==> src/rtl/seq_multiplier_pkg.sv <==
// Shared types and helpers for the shift-add multiplier.
// Helpers operate on MAX_W-bit vectors with a runtime width, so one package serves every WIDTH.
package mult_pkg;

   localparam int unsigned MAX_W = 128;

   typedef enum logic [1:0] {
      IDLE = 2'd0,
      CALC = 2'd1,
      DONE = 2'd2
   } state_e;

   // Magnitude of the w-bit two's-complement value held in the low bits of v.
   function automatic logic [MAX_W-1:0] abs_w(input logic [MAX_W-1:0] v, input int unsigned w);
      logic [MAX_W-1:0] mask;
      logic [MAX_W-1:0] sh;
      mask = (MAX_W'(1) << w) - MAX_W'(1);
      sh   = v >> (w - 1);
      if (sh[0]) return (~v + MAX_W'(1)) & mask;
      else       return v & mask;
   endfunction

   // Two's-complement negate of the low w bits of v.
   function automatic logic [MAX_W-1:0] neg2w(input logic [MAX_W-1:0] v, input int unsigned w);
      logic [MAX_W-1:0] mask;
      mask = (MAX_W'(1) << w) - MAX_W'(1);
      return (~v + MAX_W'(1)) & mask;
   endfunction

endpackage

==> src/rtl/seq_multiplier.sv <==
// Radix-2 shift-add multiplier, one partial product per cycle, runtime signed/unsigned mode.
// Signed operands are reduced to magnitudes up front and the sign is reapplied on entry to DONE.
module seq_multiplier
   import mult_pkg::*;
#(
   parameter int unsigned WIDTH = 8
) (
   input  logic               clk,
   input  logic               rst,
   input  logic               start,
   input  logic               signed_en,
   input  logic [WIDTH-1:0]   a,
   input  logic [WIDTH-1:0]   b,
   output logic               ready,
   output logic               busy,
   output logic               done,
   output logic [2*WIDTH-1:0] p
);

   localparam int unsigned CNT_W = $clog2(WIDTH + 1);
   localparam int unsigned PW    = 2 * WIDTH;

   state_e           state_q, state_d;
   logic [CNT_W-1:0] count_q, count_d;
   logic [WIDTH-1:0] mcand_q, mcand_d;
   logic [WIDTH-1:0] mplr_q,  mplr_d;
   logic [PW-1:0]    acc_q,   acc_d;
   logic             neg_q,   neg_d;
   logic [PW-1:0]    p_q,     p_d;
   logic             done_q,  done_d;

   logic [PW-1:0]    add_term;
   logic [PW-1:0]    acc_sum;

   always_ff @(posedge clk or posedge rst) begin
      if (rst) begin
         state_q <= IDLE;
         count_q <= '0;
         mcand_q <= '0;
         mplr_q  <= '0;
         acc_q   <= '0;
         neg_q   <= 1'b0;
         p_q     <= '0;
         done_q  <= 1'b0;
      end else begin
         state_q <= state_d;
         count_q <= count_d;
         mcand_q <= mcand_d;
         mplr_q  <= mplr_d;
         acc_q   <= acc_d;
         neg_q   <= neg_d;
         p_q     <= p_d;
         done_q  <= done_d;
      end
   end

   always_comb begin
      state_d  = state_q;
      count_d  = count_q;
      mcand_d  = mcand_q;
      mplr_d   = mplr_q;
      acc_d    = acc_q;
      neg_d    = neg_q;
      p_d      = p_q;
      done_d   = 1'b0;
      add_term = PW'(mcand_q) << count_q;
      acc_sum  = mplr_q[0] ? (acc_q + add_term) : acc_q;

      unique case (state_q)
         IDLE: begin
            if (start) begin
               state_d = CALC;
               count_d = '0;
               acc_d   = '0;
               p_d     = '0;
               if (signed_en) begin
                  mcand_d = WIDTH'(abs_w(MAX_W'(a), WIDTH));
                  mplr_d  = WIDTH'(abs_w(MAX_W'(b), WIDTH));
                  neg_d   = a[WIDTH-1] ^ b[WIDTH-1];
               end else begin
                  mcand_d = a;
                  mplr_d  = b;
                  neg_d   = 1'b0;
               end
            end
         end
         CALC: begin
            acc_d   = acc_sum;
            mplr_d  = mplr_q >> 1;
            count_d = count_q + CNT_W'(1);
            // The final partial product is folded in here so p is ready the first DONE cycle.
            if (count_q == CNT_W'(WIDTH - 1)) begin
               state_d = DONE;
               done_d  = 1'b1;
               p_d     = neg_q ? PW'(neg2w(MAX_W'(acc_sum), PW)) : acc_sum;
            end
         end
         DONE: begin
            state_d = IDLE;
         end
         default: begin
            state_d = IDLE;
         end
      endcase
   end

   assign ready = (state_q == IDLE);
   assign busy  = (state_q != IDLE);
   assign done  = done_q;
   assign p     = p_q;

endmodule
==> config.mk <==
export PLATFORM = sky130hd
export DESIGN_NAME = seq_multiplier
export DESIGN_NICKNAME = d
export VERILOG_FILES = /design/src/rtl/seq_multiplier_pkg.sv /design/src/rtl/seq_multiplier.sv
export SDC_FILE = /design/constraint.sdc
export NUM_CORES = 1
export LEC_CHECK = 0
export CAP_MARGIN = 20
export CORE_ASPECT_RATIO = 1.25
export CORE_MARGIN = 4
export CORE_UTILIZATION = 34
export DETAILED_ROUTE_END_ITERATION = 12
export HOLD_SLACK_MARGIN = 0.12
export PLACE_DENSITY_LB_ADDON = 0.2
export SLEW_MARGIN = 20
export SYNTH_ARGS = -nofsm -noshare
export SYNTH_HDL_FRONTEND = slang
export SYNTH_SLANG_ARGS = --single-unit
==> constraint.sdc <==
create_clock -name clk -period 5.4 [get_ports clk]
set_input_delay 0.81 -clock clk [delete_from_list [all_inputs] [get_ports clk]]
set_output_delay 0.81 -clock clk [all_outputs]
set_load 0.005 [all_outputs]
After elaboration in Yosys (flattened, before gate mapping)

Cells that the tools add are included.

Flip-flop bits (word level): 56
Output and inout port bits: 19
Logic and storage cells: 49

Add/sub/neg operators: 5
Equal/unequal tests: 4
Shifts and indexed selects: 1
Muxes and demuxes: 20
Bitwise operators: 4
Reduce and logical (&&, ||, !) cells: 7

Operators by type and width:

| kind                                                            | count |
|---|---|
| 16-bit 2-to-1 mux                                               | 4 |
| 16-bit one-hot mux with 2 select lines                          | 2 |
| 8-bit 2-to-1 mux                                                | 5 |
| 16-bit by 1-bit adder with 16-bit output, second input constant | 1 |
| 16-bit adder                                                    | 1 |
| 8-bit by 1-bit adder with 8-bit output, second input constant   | 2 |
| 16-bit inverter                                                 | 1 |
| 8-bit inverter                                                  | 2 |
| 8-bit one-hot mux with 2 select lines                           | 1 |
| 8-bit by 4-bit << shifter with 16-bit output                    | 1 |
| 4-bit one-hot mux with 2 select lines                           | 1 |
| 2-bit AND reduction                                             | 3 |
| 4-bit by 1-bit adder with 4-bit output, second input constant   | 1 |
| 4-bit by 3-bit == test with 1-bit output, second input constant | 1 |
| 2-bit 2-to-1 mux                                                | 2 |
| 4-bit 2-to-1 mux                                                | 1 |
| 2-bit != test, second input constant                            | 2 |
| 2-bit one-hot mux with 2 select lines                           | 1 |
| 2-bit nonzero test                                              | 2 |
| 1-bit 2-to-1 mux                                                | 3 |
| 3-bit AND reduction                                             | 1 |
| 2-bit by 1-bit == test with 1-bit output, second input constant | 1 |
| 2-bit logical NOT                                               | 1 |
| 1-bit XOR                                                       | 1 |

Depth between registers and ports, before layout

Gate-level depths: netlist of the first run.

Depth after elaboration: 8
Gate-level depth with buffers: 18
Depth with buffers taken out: 16

Worst setup path before layout of the first run

No wires, ideal clock.

Path type: register -> register
Start: register count_q[0]
End: register p_q[15] (netlist: p[15])
Arrival time: 3595 ps
Setup slack: 1676 ps
Stages on the path, launching flop included: 19
Period minus slack after synthesis: 3724 ps
Path through: dfrtp_1 clkbuf_1 clkbuf_1 mux2_2 nor2_1 a21oi_1 nand2_1 o21ai_0 nor2b_1 ha_1 a21oi_1 o211ai_2 nand2_2 xnor2_2 a2111oi_4 nand4_2 o31ai_2 xnor2_1 o21ai_1

Word-level cells in the longest chain between the ends: 8
Elaborated cells between the ends (all ways): 11

RTL lines:

| item                                         | RTL line                 | text |
|---|---|---|
| start, declared                              | seq_multiplier.sv:24     | `logic [CNT_W-1:0] count_q, count_d;` |
| start signal, assigned                       | seq_multiplier.sv:47     | `count_q <= count_d;` |
| 8-bit by 4-bit << shifter with 16-bit output | seq_multiplier.sv:66     | `add_term = PW'(mcand_q) << count_q;` |
| 16-bit adder                                 | seq_multiplier.sv:67     | `acc_sum = mplr_q[0] ? (acc_q + add_term) : acc_q;` |
| 16-bit 2-to-1 mux                            | seq_multiplier.sv:67     |  |
| 16-bit inverter                              | seq_multiplier_pkg.sv:27 | `return (~v + MAX_W'(1)) & mask;` |
| 16-bit by 1-bit adder with 16-bit output     | seq_multiplier_pkg.sv:27 |  |
| 16-bit 2-to-1 mux                            | seq_multiplier.sv:95     | `p_d = neg_q ? PW'(neg2w(MAX_W'(acc_sum), PW)) : acc_sum;` |
| 16-bit 2-to-1 mux                            | seq_multiplier.sv:92     | `if (count_q == CNT_W'(WIDTH - 1)) begin` |
| 16-bit one-hot mux with 2 select lines       | seq_multiplier.sv:69     | `unique case (state_q)` |
| end signal, assigned                         | seq_multiplier.sv:52     | `p_q <= p_d;` |
| end, declared                                | seq_multiplier.sv:29     | `logic [PW-1:0] p_q, p_d;` |

Parallel ways exist; a longest one is shown, timed or not. The select of a mux whose other input is x is not followed.
A chain may end at the register's enable or synchronous reset.

Worst setup path in the final report of the first run

Same ends and word-level chain as after synthesis.

==> metrics.md, run 1 <==
| Metric | Value |
|---|---|
| First-pass GRT wire length | 18,100 um |
| Vias | 3,630 |
| Vias in the first global route | 3,628 |
| Peak VDD IR | 0.247 mV |
| Final Critical Period | 4.20 ns |
| Most used DFF post-synth | dfrtp_1 |
| Die Footprint | 0.0140 mm2 |
| Num rows | 44 |
| Yosys top cell area share | 33.8% |
| Drt wl/cell | 16.2 um |
| Leakage power | 2.02 nW |
| Worst path required time | 5.56 ns |
| Chip width | 107 um |
| Drt total wl | 10,900 um |
| Synth area leader | dfrtp_1 |
| Worst skew pair latency | 0.30 ns |
| GP Congestion | 0.905 |
| Initial antenna violation count | 0 |
| Actual slew at the worst max-slew pin | 0.835 ns |
| Buf/Inv on CP | 0 |
| Post-CTS sizing | 0 |
| 1st-pass router iterations | 4 |
| Slew Limit Fails | 0 |
| CP peak stage delay | 0.67 ns |
| 1st-iter DRT viols | 139 |
| CP Class | flip-flop to flip-flop |
| Setup Skew | 0.00537 ns |
| Reg clk slew, reported paths | 0.08 ns |
| Number of flops mapped to enable cells by yosys | 0 |
| Synthesized area | 0.00415 mm2 |
| Finished Cell Area | 0.00479 mm2 |
| Antenna-violating nets left | 0 |
| CP max FO | 15 |
| Layout Utilization | 40.7% |
| Hold Vio Cnt, Final | 0 |
| Hold_ws | 0.479 ns |
| Endpoints failing setup | 0 |
| Clk root buf | clkbuf_16 |
| Total global-route track usage | 15.8% |
| Post-route setup slack | 1.20 ns |
| Cts hold-fix bufs | 0 |
| Crit. End Element | flip-flop |
| Via density | 5.40 |
| R2R Setup Slk | 1.20 ns |
| TritonCTS clock tree | built |
| Critical-path top delay cell | dfrtp_1 |
| Status | completed |
| Area post-placement | 0.00465 mm2 |
| Ys Warns | 0 |
| DRC | 0 |
| Power, Total | 3.41 mW |
| Setup TNS | 0 ns |
| Critical Path Source Type | flip-flop |
| Layout cell share with drive strength beyond 1 | 8.81% |
| Fin cells | 672 |
| RSZ-0062 raised after global routing | no |
| Die H | 131 um |
| Area grow syn2layout | 15.6% |
| GRT overflow | 0 |
| Setup Buffers After CTS | 0 |
| Nets | 550 |
| Top cells by count, synth | nand2_1 (57), dfrtp_1 (56), o21ai_0 (51) |
| Number of port buffers | 38 |
| Arrival @ worst endpoint | 4.36 ns |
| Maximum clock rate | 238 MHz |
| Max-cap violations | 0 |
| Longest Clk Path Bufs | 2 |
| # IOs | 39 |
| Synth Instances | 487 |
| Power density over the cells | 711 mW/mm2 |
| Antenna cells | 0 |
| Synth Net Count | 527 |
| Core area | 0.0118 mm2 |
| #FFs+latches synth | 56 |
| HP Class | flip-flop to flip-flop |
| CTS Buf Count | 5 |
| CP most frequent cell | and3_1 |
| DP Cell Count | 664 |
| Share of synthesized registers carrying an async set or reset | 100% |
| Setup WS pre-CTS | 1.26 ns |
| Clock H-tree levels | 2 |
| DP Wirelength | 8240 um |
| Avg Cell Area, Syn | 8.51 um2 |
| Starting Density | 35.2% |
| Critical-path cell list | mux2i_1 -> or2_2 -> nor3_1 -> ha_1 -> a211oi_2 -> o211ai_2 -> and3_1 -> nor3_2 -> and3_1 -> nand4_2 -> o31ai_2 -> xnor2_1 -> o21ai_1 |
| Family with the most delay on the worst path | simple AND/OR/NAND/NOR gates |
| Top cells by area, synth | dfrtp_1 (34%), o21ai_0 (6.2%), ha_1 (5.7%) |
| Largest net degree at the start of global routing | 57 |
| Total clock sinks | 56 |
| Ratio of final minimum period to clock period | 77.8% |
| Count leader, synth | nand2_1 |
| Yosys cell types | 67 |
| Slew HR | 44.2% |
| Register area share after synthesis | 33.8% |
worst min-delay path: stages (launching register included):
cell and delay, ns:
dfrtp_1 0.35, nand2_1 0.05, o31ai_1 0.05
state kept, by name, indices dropped and copies added, names as in the netlist:
name / flops
acc_q: 16
count_q: 4
done: 1
mcand_q: 8
mplr_q: 8
neg_q: 1
p: 16
state_q: 2
cell usage in the layout, fill, tap and decap left out, drive strengths merged, types with 10 or more instances in the layout:
cell type      instances
xnor2                 21
nand2                 58
xor2                  10
clkdlybuf4s50         38
a21oi                 25
nor2                  29
inv                   15
nand3                 43
dfrtp                 56
mux2i                 17
nor3                  13
ha                    19
o21ai                 57
cells by family after synthesis:
kind of cell	share of synthesized area, %
simple gates	20.7
compound gates	22.4
flops	33.8
buf+inv	4.01
xor+xnor	6.73
mux	6.10
fa+ha+maj	6.22
power breakdown:
group	switching (mW)	internal (mW)
Clock	0.162	0.174
Sequential	0.204	0.596
Combinational	1.35	0.920
final timing paths:
| check | start | to | cells after the start |
|---|---|---|---|
| max | count_q[0] | p[15] | 13 |
| min | p[1] | p[1] | 2 |
| max reg2reg | count_q[0] | p[15] | 13 |
| min reg2reg | p[1] | p[1] | 2 |
| max in group asynchronous | rst | p[14] | 3 |
| min in group asynchronous | rst | mplr_q[3] | 3 |
cell type report:
type | count | area, um2
clock buffer | 6 | 129
clock inverter | 2 | 13.8
fill | 1252 | 6990
inverter | 14 | 52.6
multi-input combinational | 390 | 2580
sequential | 56 | 1400
tap | 161 | 201
timing repair buffer | 43 | 418
per-layer routing:
layer | global-route usage (%) | share of wire, %
met1 | 18.3 | 41
met2 | 29.5 | 54
met3 | 2.26 | 3.3
met4 | 4.83 | 2.3
met5 | 0 | 0
Note: power is estimated with default switching activity, not from simulation.
==> inputs of run 2 (changes only) <==
clock period = 3.6 ns   (was 5.4 ns; I/O delays follow)
==> run 2 against run 1 <==
Sequential share of layout area down 2.7 points. Final cell count grew 5.8%. Clock skew is 0.0020 ns higher. Combinational power up 89%. Utilization rose by 4.1 points. Largest cell class unchanged. First-iteration DRC count rose by 41%. Largest power group unchanged.
==> metrics.md, run 2 (synthesized netlist as in run 1, its figures left out) <==
| Metric | Value |
|---|---|
| Status | completed |
| Total clock sinks | 56 (unchanged) |
| Layout Utilization | 44.8% (+4.1 points) |
| DP Wirelength | 8310 um (+0.83%) |
| Area post-placement | 0.00485 mm2 (+4.3%) |
| Clock H-tree levels | 2 (unchanged) |
| Leakage power | 2.22 nW (+10%) |
| Peak VDD IR | 0.352 mV (+43%) |
| Finished Cell Area | 0.00528 mm2 (+10%) |
| Critical Path Source Type | flip-flop |
| CTS Buf Count | 5 (unchanged) |
| CP max FO | 6 (-9) |
| Setup TNS | 0 ns (unchanged) |
| Switching Share | 47.1% (-3.3 points) |
| Initial antenna violation count | 0 (unchanged) |
| CP Class | flip-flop to flip-flop |
| Nets | 589 (+7.1%) |
| Hold_ws | 0.493 ns (+0.0132 ns) |
| CP most frequent cell | buf_4 |
| Most frequent cells in the layout | nand2_1 (56), dfrtp_1 (54), o21ai_0 (48) |
| Critical-path cell list | buf_4 -> mux2i_2 -> mux2i_1 -> nand2_1 -> o21ai_2 -> nor2b_4 -> ha_4 -> o211ai_1 -> buf_4 -> o211ai_4 -> nand2_2 -> xnor2_4 -> a2111oi_4 -> nand4_2 -> o31ai_2 -> xnor2_1 -> o21ai_1 |
| 1st-iter DRT viols | 196 (+41%) |
| RSZ-0062 raised after global routing | yes |
| Clock network power share | 8.4% (-1.5 points) |
| Power, Total | 5.98 mW (+75%) |
| Actual slew at the worst max-slew pin | 0.727 ns (-0.108 ns) |
| GRT overflow | 0 (unchanged) |
| Endpoints failing setup | 0 (unchanged) |
| 1st-pass router iterations | 4 (unchanged) |
| Core area | 0.0118 mm2 (unchanged) |
| Crit. End Element | flip-flop |
| Critical-path top delay cell | dfrtp_2 |
| Antenna-violating nets left | 0 (unchanged) |
| Antenna cells | 0 (unchanged) |
| First-pass GRT wire length | 18,400 um (+1.5%) |
| Via density | 5.34 (-1.2%) |
| Cts hold-fix bufs | 0 (unchanged) |
| Clk root buf | clkbuf_16 |
| Comb power frac | 71.7% (+5.0 points) |
| HP Class | flip-flop to flip-flop |
| DRC | 0 (unchanged) |
| Most common cell after layout, fill and taps aside | nand2_1 |
| Longest Clk Path Bufs | 2 (unchanged) |
| Worst path required time | 3.79 ns (-1.77 ns) |
| Layout fillers | 1,196 (-4.5%) |
| Layout cell share with drive strength beyond 1 | 21.3% (+12 points) |
| Power density over the cells | 1130 mW/mm2 (+59%) |
| Chip width | 107 um (unchanged) |
| Reg clk slew, reported paths | 0.08 ns (about the same) |
| CP peak stage delay | 0.46 ns (-0.21 ns) |
| Reg power frac | 19.9% (-3.6 points) |
| Final Critical Period | 3.53 ns (-0.673 ns) |
| Num rows | 44 (unchanged) |
| Area of the multi-input gates | 0.00276 mm2 (+7.2%) |
| # IOs | 39 (unchanged) |
| Die H | 131 um (unchanged) |
| Slew Limit Fails | 0 (unchanged) |
| Drt wl/cell | 15.9 um (-2.0%) |
| Vias | 3,795 (+4.5%) |
| Vias in the first global route | 3,760 (+3.6%) |
| Starting Density | 35.2% (unchanged) |
| Internal power | 3.16 mW (+87%) |
| Worst skew pair latency | 0.30 ns (about the same) |
| Setup Skew | 0.00734 ns (+0.00197 ns) |
| TritonCTS clock tree | built |
| FF+latch area | 0.00140 mm2 (+0.18%) |
| Die Footprint | 0.0140 mm2 (unchanged) |
| Number of port buffers | 38 (unchanged) |
| Total global-route track usage | 15.9% (+0.13 points) |
| NetSw | 2.81 mW (+64%) |
| GP Congestion | 0.839 (-7.3%) |
| Arrival @ worst endpoint | 3.71 ns (-0.65 ns) |
| Slew HR | 51.5% (+7.4 points) |
| Max-cap violations | 0 (unchanged) |
| Drt total wl | 11,300 um (+3.7%) |
| Area grow syn2layout | 27.4% |
| Ratio of final minimum period to clock period | 98.0% (+20 points) |
| Hold Vio Cnt, Final | 0 (unchanged) |
| Largest net degree at the start of global routing | 57 (unchanged) |
| Maximum clock rate | 283 MHz (+19%) |
run 2: stage by stage:
stage	setup WS, ns	std cells
after global routing	-0.121	711
after global placement	-0.0505	690
final	0.0716	711
after floorplan	0.0547	487
after CTS	0.0236	703
after detailed placement	-0.105	690
run 2: power groups by stage:
stage               clock, mW  combinational [mW]  sequential (mW)
finish                  0.502                4.29             1.19
global route            0.534                4.73             1.23
CTS                     0.512                3.90             1.17
detailed placement          0                3.78             1.18
global placement            0                3.72             1.18
floorplan                   0                2.64             1.06
run 2: worst max-delay path, delay by kind of cell (launching register included):
kind / cells / cell delay, ns
AOI/OAI and AO/OA: 6 / 1.13
and+or+nand+nor: 4 / 0.55
DFF: 1 / 0.46
buffers and inverters: 2 / 0.34
muxes: 2 / 0.33
xor gates and xnor gates: 2 / 0.30
adders and majority gates: 1 / 0.29
run 2: worst paths after layout:
| path | slack (ns) | startpoint | endpoint | cells after the start |
|---|---|---|---|---|
| min in group asynchronous | 0.75 | rst | mplr_q[2] | 3 |
| worst min-delay path | 0.49 | p[1] | p[1] | 2 |
| max in group asynchronous | 2.34 | rst | count_q[0] | 3 |
| worst max-delay path | 0.07 | count_q[0] | p[15] | 17 |
| worst max register to register | 0.07 | count_q[0] | p[15] | 17 |
| worst min register to register | 0.49 | p[1] | p[1] | 2 |
run 2: area by class of cell:
cell class	instances	area share (%)
tap	161	3.81
sequential	56	26.6
inverter	14	0.995
multi-input combinational	390	52.3
clock inverter	2	0.261
clock buffer	6	2.44
timing repair buffer	82	13.6
run 2: what timing repair did:
action                                  in CTS  in global routing
setup buffers                                5                  8
endpoints found under the setup margin       4                  9
gates cloned                                 0                  0
pin swaps                                    7                 10
gates resized for setup                     10                 36
run 2: layer usage:
metal	up-vias	track usage [%]	wire length [um]
met1	1832	18.8	4680
met2	63	29.1	5890
met5	-	0	0
li1	1876	-	-
met3	24	2.40	392
met4	0	5.19	308
==> inputs of run 3 (changes only) <==
CORE_UTILIZATION = 50   (was 34)
==> run 3 against run 2 <==
The run now ends with setup timing left. Final cell count fell by 7.9%. First-iteration DRC count fell by 4.1%. Sequential share of layout area down 0.055 points. Clock power fell by 28%. Via count up 1.9%. Die area is 30% lower. Clock skew rose by 0.0016 ns. Combinational power up 5.6%. Routed wire length is 2.5% lower. Cell area increased by 0.12%. Critical path depth is 1 lower. Critical endpoint unchanged. Largest power group unchanged. Highest routed layer unchanged.
==> metrics.md, run 3 (synthesized netlist as in run 1, its figures left out) <==
| Metric | Value |
|---|---|
| Status | finished with violations |
| Failing checks | setup timing |
| DRC | 0 (unchanged) |
| Slew HR | 51.3% (-0.22 points) |
| Core area | 0.00793 mm2 (-33%) |
| Setup TNS | -0.146 ns (-0.146 ns) |
| Antenna cells | 0 (unchanged) |
| 1st-pass router iterations | 5 (+1) |
| Launch point of the worst reg-to-reg path | count_q[0] |
| TritonCTS clock tree | built |
| Crit. End Element | flip-flop |
| Post-route setup slack | -0.108 ns (-0.179 ns) |
| Setup Skew | 0.00890 ns (+0.00157 ns) |
| Total global-route track usage | 22.7% (+6.8 points) |
| Vias in the first global route | 3,799 (+1.0%) |
| CP max FO | 5 (-1) |
| Hold path depth | 2 (unchanged) |
| Fin cells | 655 (-7.9%) |
| Arrival @ worst endpoint | 3.92 ns (+0.21 ns) |
| Drt wl/cell | 16.8 um (+5.8%) |
| Clock H-tree levels | 2 (unchanged) |
| Max-cap violations | 0 (unchanged) |
| GRT overflow | 0 (unchanged) |
| Area grow syn2layout | 27.6% |
| Maximum clock rate | 270 MHz (-4.8%) |
| First-pass GRT wire length | 17,400 um (-5.6%) |
| Endpoints failing setup | 3 (+3) |
| RSZ-0062 raised after global routing | yes |
| Critical-path top delay cell | dfrtp_2 |
| Ratio of final minimum period to clock period | 103% (+5.0 points) |
| Number of port buffers | 38 (unchanged) |
| Hold_ws | 0.503 ns (+0.0104 ns) |
| Critical Path Source Type | flip-flop |
| R2R Setup Slk | -0.11 ns (-0.18 ns) |
| Cts hold-fix bufs | 0 (unchanged) |
| Hold Vio Cnt, Final | 0 (unchanged) |
| Reg2reg path depth | 16 (-1) |
| Die H | 110 um (-16%) |
| CP Class | flip-flop to flip-flop |
| Longest Clk Path Bufs | 2 (unchanged) |
| Most common cell after layout, fill and taps aside | nand2_1 |
| Initial antenna violation count | 0 (unchanged) |
| Leakage power | 2.28 nW (+2.7%) |
| Num rows | 36 (-18%) |
| Via density | 5.90 (+11%) |
| Power density over the cells | 1150 mW/mm2 (+1.3%) |
| # IOs | 39 (unchanged) |
| Buf/Inv on CP | 2 (unchanged) |
| Reg clk slew, reported paths | 0.11 ns (+0.03 ns) |
| Hold path startpoint | p[1] |
| 1st-iter DRT viols | 188 (-4.1%) |
| Family with the most delay on the worst path | compound AO/OA/AOI/OAI gates |
| Drt total wl | 11,000 um (-2.5%) |
| Die Footprint | 0.00982 mm2 (-30%) |
| Hold Path End | p[1] |
| Worst path required time | 3.81 ns (+0.02 ns) |
| Starting Density | 52.3% (+17 points) |
| Vias | 3,867 (+1.9%) |
| Largest net degree at the start of global routing | 57 (unchanged) |
| Actual slew at the worst max-slew pin | 0.730 ns (+0.00328 ns) |
| GP Congestion | 0.957 (+14%) |
| Slew Limit Fails | 0 (unchanged) |
| Worst skew pair latency | 0.32 ns (+0.02 ns) |
| CTS Buf Count | 5 (unchanged) |
| Antenna-violating nets left | 0 (unchanged) |
| Worst r2r dst | p[15] |
| Layout fillers | 659 (-45%) |
| Layout cell share with drive strength beyond 1 | 22.5% (+1.2 points) |
| Peak VDD IR | 0.702 mV (+99%) |
| HP Class | flip-flop to flip-flop |
| Final Critical Period | 3.71 ns (+0.179 ns) |
| DP Cell Count | 635 (-8.0%) |
| DP Wirelength | 8150 um (-2.0%) |
| Chip width | 89.4 um (-16%) |
| CP peak stage delay | 0.47 ns (about the same) |
| Clk root buf | clkbuf_8 |
| Critical-path cell list | buf_6 -> mux2i_2 -> nor2_1 -> a21oi_2 -> nor3_2 -> ha_1 -> buf_6 -> o211ai_1 -> o2111a_1 -> nor3_4 -> nand4_4 -> a2111oi_4 -> nand4_2 -> o31ai_4 -> xnor2_1 -> o21ai_1 |
| Setup WS pre-CTS | -0.154 ns (-0.0493 ns) |
| Layout Utilization | 66.7% (+22 points) |
| CP most frequent cell | buf_6 |
| Total clock sinks | 56 (unchanged) |
| Most frequent cells in the layout | nand2_1 (56), dfrtp_1 (55), buf_4 (48) |
| Nets | 599 (+1.7%) |
-- run 3: changes by cell type in the layout (fill, tap and decap cells not counted), moves of 4 or more --
cell and change:
buf_4 +6, clkbuf_8 +5, buf_6 +4, clkbuf_16 -5
-- run 3: layer usage --
metal | global-route usage (%) | wire length [um] | vias up
met1 | 26.1 | 4200 | 1839
met4 | 9.57 | 493 | 0
li1 | - | - | 1903
met2 | 41.5 | 5920 | 88
met5 | 0 | 0 | -
met3 | 2.85 | 372 | 37
-- run 3: power breakdown --
group / switching (mW) / leakage [nW] / total (mW) / internal (mW)
clock: 0.223 / 0.0456 / 0.363 / 0.140
combinational: 2.44 / 1.51 / 4.53 / 2.09
sequential: 0.272 / 0.728 / 1.17 / 0.896
total: 2.93 / 2.28 / 6.06 / 3.13
-- run 3: layout make-up --
class | instances | area, um2 | share of cell area, %
multi-input cells | 390 | 2820 | 53.3
clock inverters | 2 | 13.8 | 0.260
repair buffers | 92 | 808 | 15.3
clock buffers | 6 | 72.6 | 1.37
inverters | 14 | 52.6 | 0.994
well taps | 95 | 119 | 2.25
flip-flops and latches | 56 | 1400 | 26.5
-- run 3: worst max path at each step --
stage | start | endpoint | slack, ns | cells after the start
floorplan | count_q[0] | p[15] | 0.05 | 16
global placement | count_q[0] | p[15] | -0.05 | 13
detailed placement | count_q[0] | p[15] | -0.15 | 13
CTS | count_q[0] | p[15] | -0.03 | 17
global route | count_q[0] | p[15] | -0.29 | 16
finish | count_q[0] | p[15] | -0.11 | 16
-- run 3: repair_timing --
| action | 4_1_cts | 5_1_grt |
|---|---|---|
| setup buffers | 0 | 14 |
| cloned | 0 | 0 |
| resized for setup | 5 | 53 |
| endpoints found under the setup margin | 7 | 9 |
| pin swaps | 0 | 32 |
-- run 3: through the flow --
step | instance area (um2) | power (mW)
floorplan | 4150 | 3.69
global placement | 4850 | 4.92
detailed placement | 4850 | 5.02
CTS | 4960 | 5.43
global route | 5290 | 6.56
finish | 5290 | 6.06
-- run 3: worst register-to-register path, stage by stage (launching register included) --
cell	delay, ns
dfrtp_2	0.47
buf_6	0.14
mux2i_2	0.19
nor2_1	0.09
a21oi_2	0.19
nor3_2	0.06
ha_1	0.35
buf_6	0.12
o211ai_1	0.19
o2111a_1	0.35
nor3_4	0.25
nand4_4	0.17
a2111oi_4	0.35
nand4_2	0.19
o31ai_4	0.29
xnor2_1	0.15
o21ai_1	0.07
